===== config.mk =====
export PLATFORM = sky130hd
export DESIGN_NAME = usb_host_txn_engine
export DESIGN_NICKNAME = d
export VERILOG_FILES = /design/src/rtl/usb_host_txn_engine.sv
export SDC_FILE = /design/constraint.sdc
export NUM_CORES = 1
export LEC_CHECK = 0
export CAP_MARGIN = 20
export CORE_ASPECT_RATIO = 0.6
export CORE_MARGIN = 10
export CORE_UTILIZATION = 57
export DETAILED_ROUTE_END_ITERATION = 8
export DONT_BUFFER_PORTS = 1
export GPL_TIMING_DRIVEN = 0
export PLACE_DENSITY_LB_ADDON = 0.12
export SYNTH_ARGS = -nofsm -noshare
export SYNTH_HDL_FRONTEND = slang
export SYNTH_SLANG_ARGS = --single-unit

===== constraint.sdc =====
create_clock -name clk -period 2.25 [get_ports clk]
set_input_delay 0 -clock clk [delete_from_list [all_inputs] [get_ports clk]]
set_output_delay 0 -clock clk [all_outputs]
set_load 0.01 [all_outputs]

===== src/rtl/usb_host_txn_engine.sv =====
// rtl/usb_host_txn_engine.sv - host-side USB IN/OUT transaction sequencer with toggle tracking and retry
module usb_host_txn_engine #(
   parameter int DATA_W      = 64,
   parameter int NUM_EP      = 16,
   parameter int TIMEOUT_CYC = 255,
   parameter int MAX_RETRY   = 8
) (
   input  logic              clk,
   input  logic              rst_b,
   input  logic              start,
   input  logic              is_in,
   input  logic [6:0]        addr,
   input  logic [3:0]        endp,
   input  logic [DATA_W-1:0] data_from_host,
   input  logic              clear_toggle,
   input  logic [3:0]        clear_ep,
   input  logic              pkt_sent,
   input  logic              pkt_received,
   input  logic              crc_correct,
   input  logic [3:0]        rx_pid,
   input  logic [DATA_W-1:0] rx_data,
   output logic              encode,
   output logic              kill,
   output logic              decode,
   output logic [3:0]        tx_pid,
   output logic [6:0]        tx_addr,
   output logic [3:0]        tx_endp,
   output logic [DATA_W-1:0] tx_data,
   output logic [4:0]        crc_type,
   output logic              busy,
   output logic              success,
   output logic              failure,
   output logic [1:0]        err_code,
   output logic [DATA_W-1:0] data_to_host
);

   localparam logic [2:0] S_IDLE      = 3'd0;
   localparam logic [2:0] S_TOKEN     = 3'd1;
   localparam logic [2:0] S_TOK_WAIT  = 3'd2;
   localparam logic [2:0] S_DATA_WAIT = 3'd3;
   localparam logic [2:0] S_RX        = 3'd4;
   localparam logic [2:0] S_HS_WAIT   = 3'd5;
   localparam logic [2:0] S_DONE      = 3'd6;

   localparam logic [3:0] PID_OUT   = 4'b0001;
   localparam logic [3:0] PID_IN    = 4'b1001;
   localparam logic [3:0] PID_DATA0 = 4'b0011;
   localparam logic [3:0] PID_DATA1 = 4'b1011;
   localparam logic [3:0] PID_ACK   = 4'b0010;
   localparam logic [3:0] PID_NAK   = 4'b1010;
   localparam logic [3:0] PID_STALL = 4'b1110;

   localparam int TW = $clog2(TIMEOUT_CYC + 1);
   localparam int CW = $clog2(MAX_RETRY + 1);

   logic [2:0]        state_q, state_d;
   logic              is_in_q, is_in_d;
   logic [6:0]        addr_q, addr_d;
   logic [3:0]        endp_q, endp_d;
   logic [DATA_W-1:0] data_q, data_d;
   logic [NUM_EP-1:0] toggle_q, toggle_d;
   logic [TW-1:0]     timer_q, timer_d;
   logic [CW-1:0]     cnt_corrupt_q, cnt_corrupt_d;
   logic [CW-1:0]     cnt_tmo_q, cnt_tmo_d;
   logic              hs_ok_q, hs_ok_d;
   logic              done_ok_q, done_ok_d;
   logic              encode_q, encode_d, kill_q, kill_d, decode_q, decode_d;
   logic [3:0]        tx_pid_q, tx_pid_d;
   logic [6:0]        tx_addr_q, tx_addr_d;
   logic [3:0]        tx_endp_q, tx_endp_d;
   logic [DATA_W-1:0] tx_data_q, tx_data_d;
   logic [4:0]        crc_type_q, crc_type_d;
   logic              busy_q, busy_d, success_q, success_d, failure_q, failure_d;
   logic [1:0]        err_q, err_d;
   logic [DATA_W-1:0] dth_q, dth_d;
   logic              tog_cur, flip, ev_corrupt, ev_tmo;

   // current endpoint toggle; endpoints beyond NUM_EP read as DATA0
   always_comb begin
      tog_cur = 1'b0;
      for (int i = 0; i < NUM_EP; i++)
         if (endp_q == 4'(i)) tog_cur = toggle_q[i];
   end

   // transaction sequencing, retry accounting and registered output values
   always_comb begin
      state_d = state_q;           is_in_d = is_in_q;       addr_d = addr_q;
      endp_d = endp_q;             data_d = data_q;         timer_d = timer_q;
      cnt_corrupt_d = cnt_corrupt_q; cnt_tmo_d = cnt_tmo_q; hs_ok_d = hs_ok_q;
      done_ok_d = done_ok_q;       tx_pid_d = tx_pid_q;     tx_addr_d = tx_addr_q;
      tx_endp_d = tx_endp_q;       tx_data_d = tx_data_q;   crc_type_d = crc_type_q;
      err_d = err_q;               dth_d = dth_q;
      encode_d = 1'b0; kill_d = 1'b0; decode_d = 1'b0; success_d = 1'b0; failure_d = 1'b0;
      flip = 1'b0; ev_corrupt = 1'b0; ev_tmo = 1'b0;
      case (state_q)
         S_IDLE: if (start) begin
            is_in_d = is_in; addr_d = addr; endp_d = endp; data_d = data_from_host;
            cnt_corrupt_d = '0; cnt_tmo_d = '0; err_d = 2'd0;
            state_d = S_TOKEN;
         end
         S_TOKEN: begin
            tx_pid_d = is_in_q ? PID_IN : PID_OUT;
            tx_addr_d = addr_q; tx_endp_d = endp_q; crc_type_d = 5'd5;
            encode_d = 1'b1; kill_d = 1'b1;
            state_d = S_TOK_WAIT;
         end
         S_TOK_WAIT: if (pkt_sent) begin
            if (is_in_q) begin
               decode_d = 1'b1; timer_d = '0; state_d = S_RX;
            end else begin
               tx_pid_d = tog_cur ? PID_DATA1 : PID_DATA0;
               tx_data_d = data_q; crc_type_d = 5'd16;
               encode_d = 1'b1; kill_d = 1'b1;
               state_d = S_DATA_WAIT;
            end
         end
         S_DATA_WAIT: if (pkt_sent) begin
            decode_d = 1'b1; timer_d = '0; state_d = S_RX;
         end
         S_RX: begin
            timer_d = timer_q + TW'(1);
            if (pkt_received) begin
               if (!crc_correct) ev_corrupt = 1'b1;
               else if (rx_pid == PID_STALL) begin
                  done_ok_d = 1'b0; err_d = 2'd3; state_d = S_DONE;
               end else if (is_in_q && (rx_pid == PID_DATA0 || rx_pid == PID_DATA1)) begin
                  // a repeated packet is still ACKed so the device advances, but its payload is dropped
                  tx_pid_d = PID_ACK; crc_type_d = 5'd0; encode_d = 1'b1; kill_d = 1'b1;
                  state_d = S_HS_WAIT;
                  hs_ok_d = ((rx_pid == PID_DATA1) == tog_cur);
                  if ((rx_pid == PID_DATA1) == tog_cur) begin
                     dth_d = rx_data; flip = 1'b1;
                  end
               end else if (!is_in_q && rx_pid == PID_ACK) begin
                  flip = 1'b1; done_ok_d = 1'b1; state_d = S_DONE;
               end else if (rx_pid == PID_NAK) ev_tmo = 1'b1;
               else ev_corrupt = 1'b1;
            end else if (timer_q == TW'(TIMEOUT_CYC - 1)) ev_tmo = 1'b1;
         end
         S_HS_WAIT: if (pkt_sent) begin
            if (hs_ok_q) begin
               done_ok_d = 1'b1; state_d = S_DONE;
            end else ev_corrupt = 1'b1;
         end
         S_DONE: begin
            success_d = done_ok_q; failure_d = !done_ok_q; state_d = S_IDLE;
         end
         default: state_d = S_IDLE;
      endcase
      if (ev_corrupt) begin
         if (cnt_corrupt_q + CW'(1) == CW'(MAX_RETRY)) begin
            done_ok_d = 1'b0; err_d = 2'd1; state_d = S_DONE;
         end else begin
            cnt_corrupt_d = cnt_corrupt_q + CW'(1); state_d = S_TOKEN;
         end
      end
      if (ev_tmo) begin
         if (cnt_tmo_q + CW'(1) == CW'(MAX_RETRY)) begin
            done_ok_d = 1'b0; err_d = 2'd2; state_d = S_DONE;
         end else begin
            cnt_tmo_d = cnt_tmo_q + CW'(1); state_d = S_TOKEN;
         end
      end
      // busy drops together with the completion pulse
      busy_d = (state_d != S_IDLE);
   end

   // toggle table: a clear request beats a same-cycle flip
   always_comb begin
      toggle_d = toggle_q;
      for (int i = 0; i < NUM_EP; i++) begin
         if (flip && endp_q == 4'(i)) toggle_d[i] = ~toggle_q[i];
         if (clear_toggle && clear_ep == 4'(i)) toggle_d[i] = 1'b0;
      end
   end

   // state and output registers
   always_ff @(posedge clk or negedge rst_b) begin
      if (!rst_b) begin
         state_q <= S_IDLE; is_in_q <= 1'b0; addr_q <= '0; endp_q <= '0; data_q <= '0;
         toggle_q <= '0; timer_q <= '0; cnt_corrupt_q <= '0; cnt_tmo_q <= '0;
         hs_ok_q <= 1'b0; done_ok_q <= 1'b0; encode_q <= 1'b0; kill_q <= 1'b0;
         decode_q <= 1'b0; tx_pid_q <= '0; tx_addr_q <= '0; tx_endp_q <= '0;
         tx_data_q <= '0; crc_type_q <= '0; busy_q <= 1'b0; success_q <= 1'b0;
         failure_q <= 1'b0; err_q <= '0; dth_q <= '0;
      end else begin
         state_q <= state_d; is_in_q <= is_in_d; addr_q <= addr_d; endp_q <= endp_d;
         data_q <= data_d; toggle_q <= toggle_d; timer_q <= timer_d;
         cnt_corrupt_q <= cnt_corrupt_d; cnt_tmo_q <= cnt_tmo_d; hs_ok_q <= hs_ok_d;
         done_ok_q <= done_ok_d; encode_q <= encode_d; kill_q <= kill_d;
         decode_q <= decode_d; tx_pid_q <= tx_pid_d; tx_addr_q <= tx_addr_d;
         tx_endp_q <= tx_endp_d; tx_data_q <= tx_data_d; crc_type_q <= crc_type_d;
         busy_q <= busy_d; success_q <= success_d; failure_q <= failure_d;
         err_q <= err_d; dth_q <= dth_d;
      end
   end

   assign encode = encode_q;       assign kill = kill_q;           assign decode = decode_q;
   assign tx_pid = tx_pid_q;       assign tx_addr = tx_addr_q;     assign tx_endp = tx_endp_q;
   assign tx_data = tx_data_q;     assign crc_type = crc_type_q;   assign busy = busy_q;
   assign success = success_q;     assign failure = failure_q;     assign err_code = err_q;
   assign data_to_host = dth_q;

endmodule


==> impl_metrics.toml, run 1 <==
[floorplan]
fp.dieH_um = 129.1
fp.dieW_um = 201.8
rows = 39
dieArea_sq_mm = 0.02605
io_pins = 311
start_util_pct = 58.80
core_area_sq_mm = 0.01923

[clock_network]
clk_pin_slew_ns = 0.07
clkSinkCount = 264
htreeDepth = 1
cts_buffers = 24
insertion_delay_ns = 0.51
cts_tree = "yes"
clock_path_buffers = 3
cts_root_buffer = "clkbuf_16"
hold_buffers = 156

[finish]
fin_area_sq_mm = 0.01461
seq_area_sq_mm = 0.006609
area_growth_pct = 29.22
multiInputGateArea_sq_mm = 0.004624
drive_above_1_share_pct = 23.17
fill_cells = 1251
final_net_count = 1345

[logic_synthesis]
synth_compound_area_share_pct = 4.449
ys_warn_count = 0
synthXorXnorAreaFrac_pct = 0.6973
synth_seq_cells = 264
synth_edf_count = 0
synth_area_sq_mm = 0.01130
muxShareOfSynthArea_pct = 17.58
synth_cell_types = 58
ys_seq_area_share_pct = 58.44
avgSynthCellArea_sq_um = 11.43
synthCells = 989
yosys.area.top_type = "dfrtp_1"
synth_fa_ha_area_share_pct = 0.4427
ys.flop_type = "dfrtp_1"
synth_top_family_by_area = "multiplexers"
async_reset_ff_share_pct = 100.0
yosys.area.top_type_share_pct = 58.44
yosys-top-cells-area = "dfrtp_1, nand2_1, mux2_2"
yosys.area_share.simple_pct = 15.50

[timing]
min_period_over_period_pct = 114.2
tns_ns = -20.51
hold_slack_ns = -0.8153
drv_slew = 0
tightestPinTransition_ns = 0.8293
layout_setup_ws_ns = -0.3187
max-slew-margin-rel_pct = 44.71
clock_skew_ns = 0.009697
rsz0062_at_grt = "yes"
finalHoldViolCount = 264
fin_crit_ns = 2.569
fmax_ghz = 0.3893
setup_violations = 83

[critical_path]
critPathTopFamily = "multiplexers"
cp_max_fo = 10
worstPathRequired_ns = 2.65
crit_slowest_cell = "mux4_2"
worstPathCellList = "mux4_2, nand2_2, o311ai_4, o32a_1, o211a_4, nand2b_4, buf_12, buf_12, mux2_4"
path_buf_inv = 2
slowest_delay_ns = 0.53
crit_type = "reg -> reg"
critical_path_arrival_ns = 2.96
rrSetupSlack_ns = -0.32
critPathLaunchType = "register"
cpMostUsedCell = "buf_12"
r2r-end = "data_to_host[29]$_DFFE_PN0P_"
cp-end-kind = "register"
reg2reg_depth = 9
timing.rr.start = "endp_q[0]$_DFFE_PN0P_"

[power]
peakVddDrop_uv = 719.6
leakage_nw = 7.108
pwr_density_cell_mw_per_mm2 = 1122
totalPowerFinal_mw = 16.39

[grt]
overflow = 0
grt_pass1_vias = 8495
grt_antenna_before_repair = 5
grt_first_pass_wirelength_mm = 50.48
grt_use_total_pct = 24.38
grt_start_max_net_pins = 265

[run]
drv_cap = 0

[drt]
viasPerCell = 5.574
antenna_left = 0
drcViolationCount = 0
drt_iter0_drc = 635
routed_wl_mm = 33.11
wire_per_inst_um = 22.48
drtPass1Iterations = 5
vias = 8211

[place]
gp_congestion = 0.9436
place_worst_setup_slack_ns = -0.7270
post-dp-hpwl_mm = 21.49
placed_area_sq_mm = 0.01166
portBuffers = 0

[status]
violations = "negative hold slack, negative setup slack"
status = "finished, violations left"

[worst_hold_path]
hp-class = "in -> async"
## cell usage after synthesis, types with 4 or more instances
library cell,instances
or3_1,5
o21ai_0,23
nand2b_1,24
buf_1,7
buf_6,6
clkbuf_1,31
a21oi_1,35
dfrtp_1,264
mux2_4,49
nor2_1,22
nand2_1,279
nor3_1,4
nand3_1,30
buf_2,7
xor2_1,6
o22ai_1,4
nand3b_1,4
mux2_2,92
nor2b_1,8
buf_4,5
mux2i_1,17
inv_1,11
ha_1,4
## metal layers
metal  routed length [um]  GRT usage, %  share of wire (%)  up-vias
met5                    0             0                  0        -
met4                  544         5.103                1.6        0
met3                 2921         8.337                8.8       46
met2                16100         39.43                 49      312
met1                13550         31.60                 41     4124
li1                     -             -                  -     3729
## state kept, by name, indices dropped and copies added (netlist names), 7 cells and up
signal	flops
tx_data	64
toggle_q	16
data_q	64
timer_q	8
addr_q	7
tx_addr	7
data_to_host	64
## cell type report
class,instances,area share (%)
buffer,53,2.792
clock inverter,8,0.7024
clock buffer,32,4.874
timing repair buffer,172,12.05
tap,266,2.278
inverter,11,0.2827
sequential,264,45.24
antenna,7,0.1199
multi-input combinational,660,31.66
## placed cells by master, fill, tap and decap left out, types with 17 or more instances in the layout
cell,count
dfrtp_1,262
nand2b_1,24
mux2_2,90
nand3_1,29
o21ai_0,22
dlygate4sd3_1,156
a21oi_1,18
nand2_1,277
buf_4,18
nor2_1,20
mux2_4,51
mux2i_1,17
clkbuf_16,29
## where the power goes
group / internal [mW] / switching, mW / leakage [nW]
Clock: 2.45 / 1.79 / 0.398
Combinational: 2.07 / 2.29 / 3.27
Sequential: 6.24 / 1.55 / 3.44
Total: 10.8 / 5.63 / 7.11
## worst reg2reg max path, cell delays in order (launching register included)
cell and delay (ns):
dfrtp_2 0.43, mux4_2 0.53, nand2_2 0.11, o311ai_4 0.10, o32a_1 0.22, o211a_4 0.24
nand2b_4 0.19, buf_12 0.17, buf_12 0.16, mux2_4 0.32
## kinds of logic (layout without fill, tap and decap cells)
group | Yosys count | after routing
adders and majority gates | 4 | 4
buffers and inverters | 67 | 276
xor gates and xnor gates | 9 | 9
muxes | 160 | 160
AOI/OAI and AO/OA | 84 | 84
other | 1 | 10
DFF | 264 | 264
and+or+nand+nor | 400 | 400
## worst max path at each step
stage               slack [ns]                      endpoint  depth (start not counted)                  start
floorplan                -0.12  data_to_host[15]$_DFFE_PN0P_                          9  endp_q[0]$_DFFE_PN0P_
global placement         -2.09        data_q[58]$_DFFE_PN0P_                          6   state_q[0]$_DFF_PN0_
detailed placement       -0.73        data_q[58]$_DFFE_PN0P_                          7   state_q[0]$_DFF_PN0_
CTS                      -0.28  data_to_host[18]$_DFFE_PN0P_                          9  endp_q[0]$_DFFE_PN0P_
global route             -0.37  data_to_host[18]$_DFFE_PN0P_                          9  endp_q[0]$_DFFE_PN0P_
finish                   -0.32  data_to_host[29]$_DFFE_PN0P_                          9  endp_q[0]$_DFFE_PN0P_
## what timing repair did
item                                   in CTS  in global routing
setup endpoints to repair                 216                217
gates cloned                                1                  2
resized for setup                          78                 45
pin swaps                                   8                  5
endpoints found under the hold margin     427                264
setup buffers                               9                  2
## through the flow
step           hold WS (ns)  util, %  instances
5_1_grt             -0.8352    75.95       1471
4_1_cts             -0.8366    74.95       1461
3_3_place_gp        -0.2889    60.57       1257
6_report            -0.8153    75.98       1473
3_5_place_dp        -0.2896    60.64       1258
2_1_floorplan       -0.2956        -        991
(Power assumes the default switching activity.)
==> run 2, diff against run 1 <==
--- a/config.mk
+++ b/config.mk
@@ -8,7 +8,7 @@
 export CAP_MARGIN = 20
 export CORE_ASPECT_RATIO = 0.6
 export CORE_MARGIN = 10
-export CORE_UTILIZATION = 57
+export CORE_UTILIZATION = 65
 export DETAILED_ROUTE_END_ITERATION = 8
 export DONT_BUFFER_PORTS = 1
 export GPL_TIMING_DRIVEN = 0
==> constraint.sdc (replaced) <==
create_clock -name clk -period 3.3 [get_ports clk]
set_input_delay 0 -clock clk [delete_from_list [all_inputs] [get_ports clk]]
set_output_delay 0 -clock clk [all_outputs]
set_load 0.1 [all_outputs]
==> impl_metrics.toml, run 2 (synthesis gave the netlist of run 1 again) <==
[timing]
fmax_ghz = 0.3266
fin_crit_ns = 3.062
finalHoldViolCount = 264
hold_slack_ns = -0.8108
tightestPinTransition_ns = 1.016
drv_slew = 0
setup_violations = 0
clock_skew_ns = 0.01785
min_period_over_period_pct = 92.78
rsz0062_at_grt = "no"
max-slew-margin-rel_pct = 32.26

[clock_network]
cts_tree = "yes"
cts_root_buffer = "clkbuf_16"
htreeDepth = 1
insertion_delay_ns = 0.52
clkSinkCount = 264
hold_buffers = 158
clock_path_buffers = 3
clk_pin_slew_ns = 0.07
cts_buffers = 24

[floorplan]
fp.dieW_um = 190.3
io_pins = 311
fp.dieH_um = 122.2
core_area_sq_mm = 0.01708
rows = 37
start_util_pct = 66.18
dieArea_sq_mm = 0.02324

[finish]
final_util_pct = 82.08
drive_above_1_share_pct = 17.44
final_net_count = 1335
layout_common_cells = "nand2_1, dfrtp_1, dlygate4sd3_1"
mostFrequentLayoutCell = "nand2_1"
area_growth_pct = 24.04
layout.cells.non_filler = 1433

[grt]
grt_start_max_net_pins = 265
grt_antenna_before_repair = 6
grt_use_total_pct = 28.58
overflow = 0
grt_pass1_vias = 8709
grt_first_pass_wirelength_mm = 52.10

[power]
pwr-share-seq_pct = 60.9
power_frac_clock_pct = 19.9
swShare_pct = 51.51
power_switching_mw = 7.449
leakage_nw = 6.863
p_int_mw = 7.011
pwr_density_cell_mw_per_mm2 = 1031
peakVddDrop_uv = 906.9
combinationalPowerShare_pct = 19.2

[critical_path]
cpMostUsedCell = "clkbuf_1"
critPathLaunchType = "register"
cp_max_fo = 10
worstPathCellList = "clkbuf_1, nor2_1, nand3_1, buf_1, clkbuf_1, mux2_2"
slowest_delay_ns = 0.68
crit_type = "reg -> reg"
crit_slowest_cell = "buf_1"
critical_path_arrival_ns = 3.46
cp-end-kind = "register"
worstPathRequired_ns = 3.69

[drt]
drtPass1Iterations = 5
antenna_left = 0
routed_wl_mm = 34.44
vias = 8373
viasPerCell = 5.843
drt_iter0_drc = 681
drcViolationCount = 0
wire_per_inst_um = 24.03

[worst_hold_path]
hp-class = "in -> async"

[place]
place_inst = 1226
post-dp-hpwl_mm = 21.27
gp_congestion = 0.8810
portBuffers = 0

[status]
violations = "negative hold slack"
status = "finished, violations left"

[run]
drv_cap = 0
run 2: cell count changes in the layout (fill, tap and decap cells not counted), sizes merged:
cell,before,now
buf,38,26
clkbuf,63,67
clkinv,2,4
clkinvlp,2,1
diode,7,6
dlygate4sd3,156,158
inv,13,11
run 2: per-layer routing:
metal,share of wire (%),track usage [%],vias to the layer above
li1,-,-,3699
met1,37,34.72,4192
met2,50,48.25,420
met3,10,10.16,62
met4,2.0,7.101,0
met5,0,0,-
run 2: path summary, 6_finish.rpt:
kind / startpoint / end / slack (ns) / depth (start not counted)
max: state_q[0]$_DFF_PN0_ / tx_data[57]$_DFFE_PN0P_ / 0.24 / 6
min: rst_b / addr_q[0]$_DFFE_PN0P_ / -0.81 / 0
max reg2reg: state_q[0]$_DFF_PN0_ / tx_data[57]$_DFFE_PN0P_ / 0.24 / 6
min reg2reg: data_q[51]$_DFFE_PN0P_ / data_q[51]$_DFFE_PN0P_ / 0.47 / 2
max in group asynchronous: rst_b / tx_data[37]$_DFFE_PN0P_ / 3.74 / 0
min in group clk: clear_toggle / toggle_q[14]$_DFFE_PN0P_ / 0.03 / 4
run 2: per-stage QoR:
stage / TNS, ns / instance area [sq um] / hold WS, ns / setup slack [ns] / power (mW)
CTS: 0 / 14000 / -0.8311 / 0.2801 / 14.26
global placement: -9.058 / 11600 / -0.2893 / -0.5476 / 11.08
detailed placement: 0 / 11620 / -0.2897 / 0.3218 / 11.24
global route: 0 / 14020 / -0.8272 / 0.08656 / 14.99
floorplan: 0 / 11310 / -0.2956 / 0.9220 / 10.41
finish: 0 / 14020 / -0.8108 / 0.2383 / 14.46
run 2: power by group through the flow:
stage	registers [mW]	logic [mW]	clock network, mW
2_1_floorplan	8.45	1.97	0
3_3_place_gp	8.74	2.34	0
3_5_place_dp	8.78	2.45	0
4_1_cts	8.74	2.66	2.86
5_1_grt	8.92	3.04	3.03
6_report	8.80	2.78	2.88
run 2: cell type report:
class                   instances  area, sq um
plain buffers                  56        282.8
fillers                       881         3060
inverters                      11        41.29
well taps                     234        292.8
diodes                          6        15.01
clock buffers                  36        716.9
multi-input cells             660         4390
repair buffers                159         1589
flip-flops and latches        264         6606
clock inverters                 7        87.58
run 2: critical path, delay by kind of cell (launching register included):
family                 cells  cell delay (ns)
buffers and inverters      3             1.70
flip-flops                 1             0.44
multiplexers               1             0.42
AND/OR/NAND/NOR            2             0.37
run 2: repair_timing:
item	in CTS	in global routing
gates resized for setup	0	1
hold endpoints to repair	427	264
setup endpoints to repair	0	2
buffers inserted	0	0
==> run 3, diff against run 2 <==
--- a/config.mk
+++ b/config.mk
@@ -8,7 +8,7 @@
 export CAP_MARGIN = 20
 export CORE_ASPECT_RATIO = 0.6
 export CORE_MARGIN = 10
-export CORE_UTILIZATION = 65
+export CORE_UTILIZATION = 55
 export DETAILED_ROUTE_END_ITERATION = 8
 export DONT_BUFFER_PORTS = 1
 export GPL_TIMING_DRIVEN = 0
==> constraint.sdc (replaced) <==
create_clock -name clk -period 2.86 [get_ports clk]
set_input_delay 0 -clock clk [delete_from_list [all_inputs] [get_ports clk]]
set_output_delay 0 -clock clk [all_outputs]
set_load 0.1 [all_outputs]
==> impl_metrics.toml, run 3 (synthesis gave the netlist of run 1 again) <==
[power]
p_int_mw = 8.334
leakage_nw = 6.916
pwr_density_cell_mw_per_mm2 = 1181
swShare_pct = 50.17
power_frac_clock_pct = 21.4
peakVddDrop_uv = 751.9
pwr-share-seq_pct = 60.1
combinationalPowerShare_pct = 18.4
power_switching_mw = 8.390

[grt]
grt_pass1_vias = 8354
grt_use_total_pct = 23.10
grt_start_max_net_pins = 265
grt_antenna_before_repair = 3
grt_first_pass_wirelength_mm = 48.92
overflow = 0

[worst_hold_path]
hp-class = "in -> async"

[clock_network]
cts_root_buffer = "clkbuf_16"
insertion_delay_ns = 0.52
hold_buffers = 156
clkSinkCount = 264
htreeDepth = 1
cts_setup_buffers = 0
clock_path_buffers = 3
cts_buffers = 25
clk_pin_slew_ns = 0.06
cts_tree = "yes"

[place]
placed_area_sq_mm = 0.01167
portBuffers = 0
gp_congestion = 0.8997
post-dp-hpwl_mm = 21.38
place_inst = 1265

[critical_path]
worstPathRequired_ns = 3.25
critical_path_arrival_ns = 3.15
crit_type = "reg -> reg"
critPathLaunchType = "register"
cp-end-kind = "register"
cp_max_fo = 10
reg2reg_depth = 11
timing.rr.start = "endp_q[1]$_DFFE_PN0P_"
crit_start = "endp_q[1]$_DFFE_PN0P_"

[timing]
max-slew-margin-rel_pct = 31.73
setup_violations = 0
tightestPinTransition_ns = 1.024
fmax_ghz = 0.3630
finalHoldViolCount = 264
drv_slew = 0
fin_crit_ns = 2.755
rsz0062_at_grt = "yes"
min_period_over_period_pct = 96.33
tns_ns = 0
clock_skew_ns = 0.01981
hold_slack_ns = -0.8240

[finish]
drive_above_1_share_pct = 18.52
layout_common_cells = "nand2_1, dfrtp_1, dlygate4sd3_1"
mostFrequentLayoutCell = "nand2_1"
fill_cells = 1453
fin_area_sq_mm = 0.01417
final_net_count = 1334
area_growth_pct = 25.31
layout.cells.non_filler = 1470

[floorplan]
io_pins = 311
dieArea_sq_mm = 0.02688
fp.dieW_um = 205.1
start_util_pct = 56.19
fp.dieH_um = 131.1
core_area_sq_mm = 0.02012
rows = 40

[drt]
viasPerCell = 5.476
routed_wl_mm = 31.90
vias = 8050
drcViolationCount = 0
wire_per_inst_um = 21.70
antenna_left = 0
drt_iter0_drc = 578
drtPass1Iterations = 5

[run]
drv_cap = 0

[status]
status = "finished, violations left"
violations = "negative hold slack"
==> run 3: repair_timing <==
action,CTS,global route
endpoints found under the setup margin,18,70
gates cloned,0,0
gates resized for setup,2,8
pin swaps,0,0
hold endpoints to repair,427,264
==> run 3: critical path, cell delays in order, from the launching register on <==
cell and delay [ns]:
dfrtp_1 0.32, buf_2 0.19, buf_2 0.29, mux4_2 0.35, nand2_1 0.12, a31oi_1 0.10, o21ai_0 0.12, o211a_4 0.26
nand2b_4 0.17, buf_6 0.18, buf_6 0.20, mux2_4 0.33
==> run 3: metal layers <==
metal / part of all wire [%] / global-route usage (%)
met1: 42 / 30.51
met2: 47 / 36.43
met3: 9.1 / 7.511
met4: 2.4 / 5.680
met5: 0 / 0
==> run 3: layout make-up <==
class | instances | area, sq um | share of cell area (%)
buffer | 56 | 287.8 | 2.031
multi-input combinational | 660 | 4410 | 31.13
clock buffer | 34 | 729.5 | 5.149
tap | 273 | 341.6 | 2.411
antenna | 4 | 10.01 | 0.07066
timing repair buffer | 157 | 1569 | 11.08
clock inverter | 11 | 168.9 | 1.192
inverter | 11 | 41.29 | 0.2915
sequential | 264 | 6608 | 46.64
==> run 3: through the flow <==
| step | util, % | total power [mW] | worst slack, ns | hold slack (ns) |
|---|---|---|---|---|
| 4_1_cts | 70.23 | 16.73 | 0.02814 | -0.8371 |
| 2_1_floorplan | - | 12.02 | 0.4820 | -0.2956 |
| 5_1_grt | 70.40 | 17.47 | -0.008468 | -0.8467 |
| 3_5_place_dp | 57.99 | 12.96 | -0.09090 | -0.2857 |
| 6_report | 70.41 | 16.72 | 0.1048 | -0.8240 |
| 3_3_place_gp | 57.92 | 12.84 | -1.099 | -0.2865 |
==> run 3: final timing paths <==
path	endpoint	slack, ns
min in group clk	state_q[0]$_DFF_PN0_	0.03
min	decode$_DFF_PN0_	-0.82
max reg2reg	data_to_host[43]$_DFFE_PN0P_	0.10
min reg2reg	data_q[1]$_DFFE_PN0P_	0.47
max in group asynchronous	tx_addr[5]$_DFFE_PN0P_	3.42
max	data_to_host[43]$_DFFE_PN0P_	0.10
==> run 3: power groups by stage <==
stage | logic [mW] | clock network [mW] | registers [mW]
after floorplan | 2.27 | 0 | 9.75
after global placement | 2.74 | 0 | 10.1
after detailed placement | 2.83 | 0 | 10.1
after CTS | 3.03 | 3.64 | 10.1
after global routing | 3.45 | 3.81 | 10.2
final | 3.09 | 3.59 | 10.1
